==> src/rtl/g76_mem_pkg.sv <==
// Shared types and widths for the SRAM request arbiter and its write FIFO.
package g76_mem_pkg;

  localparam int ADDR_WIDTH = 17;
  localparam int DATA_WIDTH = 8;

  typedef enum logic [1:0] {
    IDLE       = 2'd0,
    VIDEO_READ = 2'd1,
    MCU_WRITE  = 2'd2
  } arb_state_t;

  typedef struct packed {
    logic [ADDR_WIDTH-1:0] addr;
    logic [DATA_WIDTH-1:0] data;
  } write_entry_t;

endpackage

==> src/rtl/mem_write_fifo.sv <==
// Show-ahead synchronous FIFO holding posted MCU writes until the arbiter
// grants them to the memory manager.
module mem_write_fifo
  import g76_mem_pkg::*;
#(
  parameter int FIFO_DEPTH = 4,
  localparam int PTR_W = $clog2(FIFO_DEPTH),
  localparam int CNT_W = $clog2(FIFO_DEPTH + 1)
) (
  input  logic               clock,
  input  logic               reset,
  input  logic               push,
  input  logic               pop,
  input  write_entry_t       din,
  output write_entry_t       dout,
  output logic               full,
  output logic               empty,
  output logic [CNT_W-1:0]   count
);

  write_entry_t entries [FIFO_DEPTH];
  logic [PTR_W-1:0] wrPtr;
  logic [PTR_W-1:0] rdPtr;
  logic doPush;
  logic doPop;

  // Full/empty come from the registered count, so a push in the same cycle
  // as a pop still sees the pre-pop occupancy.
  assign full   = (count == CNT_W'(FIFO_DEPTH));
  assign empty  = (count == '0);
  assign doPush = push && !full;
  assign doPop  = pop && !empty;
  assign dout   = entries[rdPtr];

  // Pointer and occupancy bookkeeping; pointers wrap naturally (power-of-two depth)
  always_ff @(posedge clock) begin
    if (!reset) begin
      wrPtr <= '0;
      rdPtr <= '0;
      count <= '0;
    end else begin
      if (doPush) wrPtr <= wrPtr + PTR_W'(1);
      if (doPop)  rdPtr <= rdPtr + PTR_W'(1);
      case ({doPush, doPop})
        2'b10:   count <= count + CNT_W'(1);
        2'b01:   count <= count - CNT_W'(1);
        default: count <= count;
      endcase
    end
  end

  // Entry storage carries no reset; stale entries are never visible once count is 0
  always_ff @(posedge clock) begin
    if (doPush) entries[wrPtr] <= din;
  end

endmodule

==> src/rtl/memory_arbiter.sv <==
// Arbitrates the single memory-manager request port between high-priority
// video scan-out reads and posted MCU writes, with a bounded video run so
// queued writes cannot starve.
module memory_arbiter
  import g76_mem_pkg::*;
#(
  parameter int FIFO_DEPTH    = 4,
  parameter int MAX_VIDEO_RUN = 8
) (
  input  logic                  clock,
  input  logic                  reset,
  input  logic                  vidReadRequest,
  input  logic [ADDR_WIDTH-1:0] vidAddress,
  output logic [DATA_WIDTH-1:0] vidReadData,
  output logic                  vidReadComplete,
  input  logic                  mcuWriteRequest,
  input  logic [ADDR_WIDTH-1:0] mcuAddress,
  input  logic [DATA_WIDTH-1:0] mcuWriteData,
  output logic                  mcuWriteAck,
  output logic                  mcuFifoFull,
  output logic [ADDR_WIDTH-1:0] memoryAddress,
  output logic                  memoryReadRequest,
  output logic                  memoryWriteRequest,
  output logic [DATA_WIDTH-1:0] memoryWriteData,
  input  logic [DATA_WIDTH-1:0] memoryReadData,
  input  logic                  memoryReadComplete,
  input  logic                  memoryWriteComplete
);

  localparam int CNT_W = $clog2(FIFO_DEPTH + 1);
  localparam int RUN_W = $clog2(MAX_VIDEO_RUN + 1);

  arb_state_t       state;
  arb_state_t       nextState;
  logic [RUN_W-1:0] runCount;
  logic             runLimit;
  logic             grantVideo;
  logic             grantMcu;
  logic             accepted;
  logic             fifoPush;
  logic             fifoFull;
  logic             fifoEmpty;
  logic [CNT_W-1:0] fifoCount;
  write_entry_t     fifoIn;
  write_entry_t     fifoHead;

  assign runLimit    = (runCount >= RUN_W'(MAX_VIDEO_RUN));
  // One push per request assertion: 'accepted' blocks re-pushing a held request.
  assign fifoPush    = mcuWriteRequest && !fifoFull && !accepted;
  assign fifoIn      = '{addr: mcuAddress, data: mcuWriteData};
  assign mcuFifoFull = fifoFull;

  mem_write_fifo #(
    .FIFO_DEPTH (FIFO_DEPTH)
  ) writeFifo (
    .clock (clock),
    .reset (reset),
    .push  (fifoPush),
    .pop   (grantMcu),
    .din   (fifoIn),
    .dout  (fifoHead),
    .full  (fifoFull),
    .empty (fifoEmpty),
    .count (fifoCount)
  );

  // Arbiter state register
  always_ff @(posedge clock) begin
    if (!reset) state <= IDLE;
    else        state <= nextState;
  end

  // Next-state and grant decode; video wins unless it has used up its run with writes waiting
  always_comb begin
    nextState  = state;
    grantVideo = 1'b0;
    grantMcu   = 1'b0;
    case (state)
      IDLE: begin
        if (vidReadRequest && !(!fifoEmpty && runLimit)) begin
          grantVideo = 1'b1;
          nextState  = VIDEO_READ;
        end else if (!fifoEmpty) begin
          grantMcu  = 1'b1;
          nextState = MCU_WRITE;
        end
      end
      VIDEO_READ: if (memoryReadComplete)  nextState = IDLE;
      MCU_WRITE:  if (memoryWriteComplete) nextState = IDLE;
      default:    nextState = IDLE;
    endcase
  end

  // Memory-side request, address and write data, all loaded on grant
  always_ff @(posedge clock) begin
    if (!reset) begin
      memoryReadRequest  <= 1'b0;
      memoryWriteRequest <= 1'b0;
      memoryAddress      <= '0;
      memoryWriteData    <= '0;
    end else begin
      memoryReadRequest  <= (nextState == VIDEO_READ);
      memoryWriteRequest <= (nextState == MCU_WRITE);
      if (grantVideo) begin
        memoryAddress <= vidAddress;
      end else if (grantMcu) begin
        memoryAddress   <= fifoHead.addr;
        memoryWriteData <= fifoHead.data;
      end
    end
  end

  // Video read return: capture data and pulse complete for one cycle
  always_ff @(posedge clock) begin
    if (!reset) begin
      vidReadData     <= '0;
      vidReadComplete <= 1'b0;
    end else begin
      vidReadComplete <= (state == VIDEO_READ) && memoryReadComplete;
      if ((state == VIDEO_READ) && memoryReadComplete) vidReadData <= memoryReadData;
    end
  end

  // MCU accept/ack handshake and the saturating video run counter
  always_ff @(posedge clock) begin
    if (!reset) begin
      mcuWriteAck <= 1'b0;
      accepted    <= 1'b0;
      runCount    <= '0;
    end else begin
      mcuWriteAck <= fifoPush;
      accepted    <= mcuWriteRequest && (accepted || fifoPush);
      if (grantMcu || (fifoCount == '0)) runCount <= '0;
      else if (grantVideo && !runLimit)  runCount <= runCount + RUN_W'(1);
    end
  end

endmodule

==> config.mk <==
export PLATFORM = sky130hd
export DESIGN_NAME = memory_arbiter
export DESIGN_NICKNAME = d
export VERILOG_FILES = /design/src/rtl/g76_mem_pkg.sv /design/src/rtl/mem_write_fifo.sv /design/src/rtl/memory_arbiter.sv
export SDC_FILE = /design/constraint.sdc
export NUM_CORES = 1
export LEC_CHECK = 0
export CORE_MARGIN = 1
export CORE_UTILIZATION = 53
export CTS_BUF_LIST = sky130_fd_sc_hd__clkbuf_16
export DETAILED_ROUTE_END_ITERATION = 12
export PLACE_DENSITY = 0.79
export SLEW_MARGIN = 5
export SYNTH_ARGS = -nofsm -noshare
export SYNTH_HDL_FRONTEND = slang
export SYNTH_SLANG_ARGS = --single-unit
==> constraint.sdc <==
create_clock -name clock -period 2.7 [get_ports clock]
set_input_delay 0.675 -clock clock [delete_from_list [all_inputs] [get_ports clock]]
set_output_delay 0.675 -clock clock [all_outputs]
set_load 0.02 [all_outputs]
==> impl_metrics.csv <==
group,metric,value,unit
run_status,outcome,"finished clean",
yosys,yosysSeqAreaShare,69.8,%
yosys,synth_edf_count,100,
global_route,gr-total-overflow,0,
clock_network,cts_setup_buffers,0,
clock_network,worstSkewPairLatency,0.41,ns
clock_network,cts_tree,"done",
power_and_ir_drop,peakVddDrop,467,uV
clock_network,clk_pin_slew,0.06,ns
sta,clock_skew,0.00711,ns
global_route,grt_pass1_wl,18200,microns
yosys,synthXorXnorAreaFrac,1.05,%
yosys,synth_compound_area_share,5.59,%
sta,setup_viol,0,
yosys,ys_dominant_reg_cell,"edfxtp_1",
yosys,syn_inst,381,
sta,rsz0062_at_grt,"no",
power_and_ir_drop,p_leak,2.66,nW
hold_path,worstHoldPathType,"flip-flop to flip-flop",
sta,whs,0.456,ns
yosys,yosys.area_share.simple,7.31,%
finish,area_growth,29.1,%
finish,nets,557,
yosys,yosys-mux-area-fraction,11.2,%
setup_path,cp_max_fo,2,
detailed_routing,viasPerCell,5.40,
yosys,ys_ff_latch,153,
floorplanning,initial_utilization,55.6,%
floorplanning,io_pins,94,
sta,finalHoldViolations,0,
placement,place.detailed.hpwl,7210,microns
yosys,synth_area,0.00582,sq mm
placement,place_ws,-0.105,ns
run,maxCapViolations,0,
placement,dpl_cell_area,0.00694,sq mm
sta,fin_ws,0.286,ns
detailed_routing,drc,0,
yosys,synth_warnings,0,
detailed_routing,drt-total-wl,11500,microns
global_route,grt_use_total,21.8,%
yosys,synth_adder_area_share,1.85,%
yosys,async_flop_share,0,%
setup_path,crit_arrival,2.75,ns
power_and_ir_drop,power.density,921,mW/mm^2
sta,slew_violations,0,
yosys,synth_fp_nets,445,
detailed_routing,drtIter0Drc,181,
floorplanning,std_cell_rows,37,
global_route,grt_pass1_vias,3664,
sta,worst_pin_slew,0.601,ns
floorplanning,die_y,107,microns
yosys,yosysUniqueCellTypes,42,
detailed_routing,vias,3464,
finish,drive_gt1_share,16.4,%
floorplanning,core,0.0105,sq mm
floorplanning,die_w,107,microns
setup_path,start_kind,"input pin",
clock_network,numClockSinks,153,
finish,final_area,0.00752,sq mm
sta,fin_crit_sh,89.4,%
sta,finalSetupTns,0,ns
detailed_routing,ant_nets,0,
global_route,grt_antenna_before_repair,0,
detailed_routing,firstDrtPassIters,5,
detailed_routing,wire_per_inst,18.0,microns
global_route,grt_max_degree,35,
sta,min_period,2.41,ns
clock_network,cts_root_buf,"clkbuf_16",
finish,diodes,0,
clock_network,clockBufferDepth,2,
sta,max_clock_freq,0.414,GHz
clock_network,cts.htree.levels,4,
setup_path,required,3.04,ns
clock_network,cts_buffers,17,
placement,globalplace.congestion,0.768,
setup_path,critical_path_class,"input pin to flip-flop",
placement,port_buffers,93,
yosys,synth_top_family_by_area,"multiplexers",
sta,slew_headroom,59.9,%
finish,final_util,71.8,%
setup_path,endpoint_kind,"flip-flop",
floorplanning,dieArea,0.0114,sq mm
yosys,avgSynthCellArea,15.3,sq um
[layout make-up]
cell class | count | area (sq um)
Fill cell | 693 | 2950
Sequential cell | 153 | 4070
Tap cell | 136 | 170
Inverter | 11 | 41.3
Multi-Input combinational cell | 198 | 1580
Timing Repair Buffer | 112 | 1090
Clock buffer | 19 | 475
Clock inverter | 13 | 101
[cell usage after synthesis (7+ instances only)]
library cell    n  share of area, %
o21ai_1        13               1.1
mux2i_1         9               1.5
mux4_2         25               9.7
dfxtp_1        53                18
inv_1          10              0.64
nor2_1         23               1.5
ha_1            7               1.5
a31oi_1        17               1.8
nand2_1        53               3.4
a21oi_1        15               1.3
edfxtp_1      100                52
[registers in the layout (all words and copies together) (netlist names), named ones only]
register            flops
writeFifo.entries     100
memoryReadRequest       1
vidReadComplete         1
vidReadData             8
memoryAddress          17
mcuWriteAck             1
runCount                4
memoryWriteRequest      1
writeFifo.count         3
memoryWriteData         8
state                   2
writeFifo.wrPtr         2
writeFifo.rdPtr         2
accepted                1
[power by group]
group          total (mW)  leakage (nW)  switching, mW  internal (mW)
Clock                2.27         0.304          0.901           1.37
Sequential           3.00          1.35          0.196           2.80
Combinational        1.66          1.01          0.845          0.810
[cells in the final DEF, fill, tap and decap left out, drive strengths merged, types with 3 or more instances in the layout]
cell type	synthesis	layout
a21oi	15	15
a31oi	17	17
and2	4	4
buf	12	19
clkbuf	7	19
clkdlybuf4s50	0	93
clkinv	0	3
dfxtp	53	53
edfxtp	100	100
ha	7	7
inv	11	20
mux2i	9	9
mux4	25	25
nand2	53	53
nor2	24	24
o21ai	18	18
xnor2	3	3
xor2	4	4
[per-layer routing]
metal  wire length, microns  GRT usage [%]  share of wire (%)  vias to the layer above
met1                   4710           26.5                 41                     1677
li1                       -              -                  -                     1636
met5                      0              0                  0                        -
met3                    753           5.96                6.5                       13
met4                    178           10.3                1.5                        0
met2                   5900           36.3                 51                      138
[timing repair]
action | in CTS | in global routing
hold buffers | 0 | 0
setup endpoints to repair | 0 | 1
resized for setup | 0 | 1
[worst paths after layout]
check / from / endpoint / slack (ns) / depth (start not counted)
min: memoryWriteData[0]$_SDFFE_PN0P_ / memoryWriteData[0]$_SDFFE_PN0P_ / 0.46 / 2
min reg2reg: memoryWriteData[0]$_SDFFE_PN0P_ / memoryWriteData[0]$_SDFFE_PN0P_ / 0.46 / 2
max: vidReadRequest / writeFifo.count[2]$_SDFFE_PN0P_ / 0.29 / 10
max reg2reg: state[1]$_SDFF_PN0_ / writeFifo.count[2]$_SDFFE_PN0P_ / 0.37 / 9
[critical path: stages]
cell and delay (ns):
clkdlybuf4s50_1 0.44, nand2b_1 0.11, nand3_1 0.13, inv_2 0.10, ha_1 0.19, inv_1 0.08
fa_1 0.39, xor2_1 0.18, or3_1 0.31, a21oi_1 0.15
[kinds of logic (layout without fill, tap and decap cells)]
group                    after synthesis  count (layout)
adder cells (fa/ha/maj)                8               8
multiplexers                          34              34
AND/OR/NAND/NOR                       94              94
XOR/XNOR                               7               7
AO/OA/AOI/OAI                         55              55
flip-flops                           153             153
buffers and inverters                 30             155
[metrics by stage]
| step | power, mW | std cells |
|---|---|---|
| CTS | 6.98 | 642 |
| global route | 7.22 | 642 |
| global placement | 4.64 | 610 |
| floorplan | 4.11 | 381 |
| finish | 6.92 | 642 |
| detailed placement | 4.69 | 610 |
Note: power is estimated with default switching activity, not from simulation.
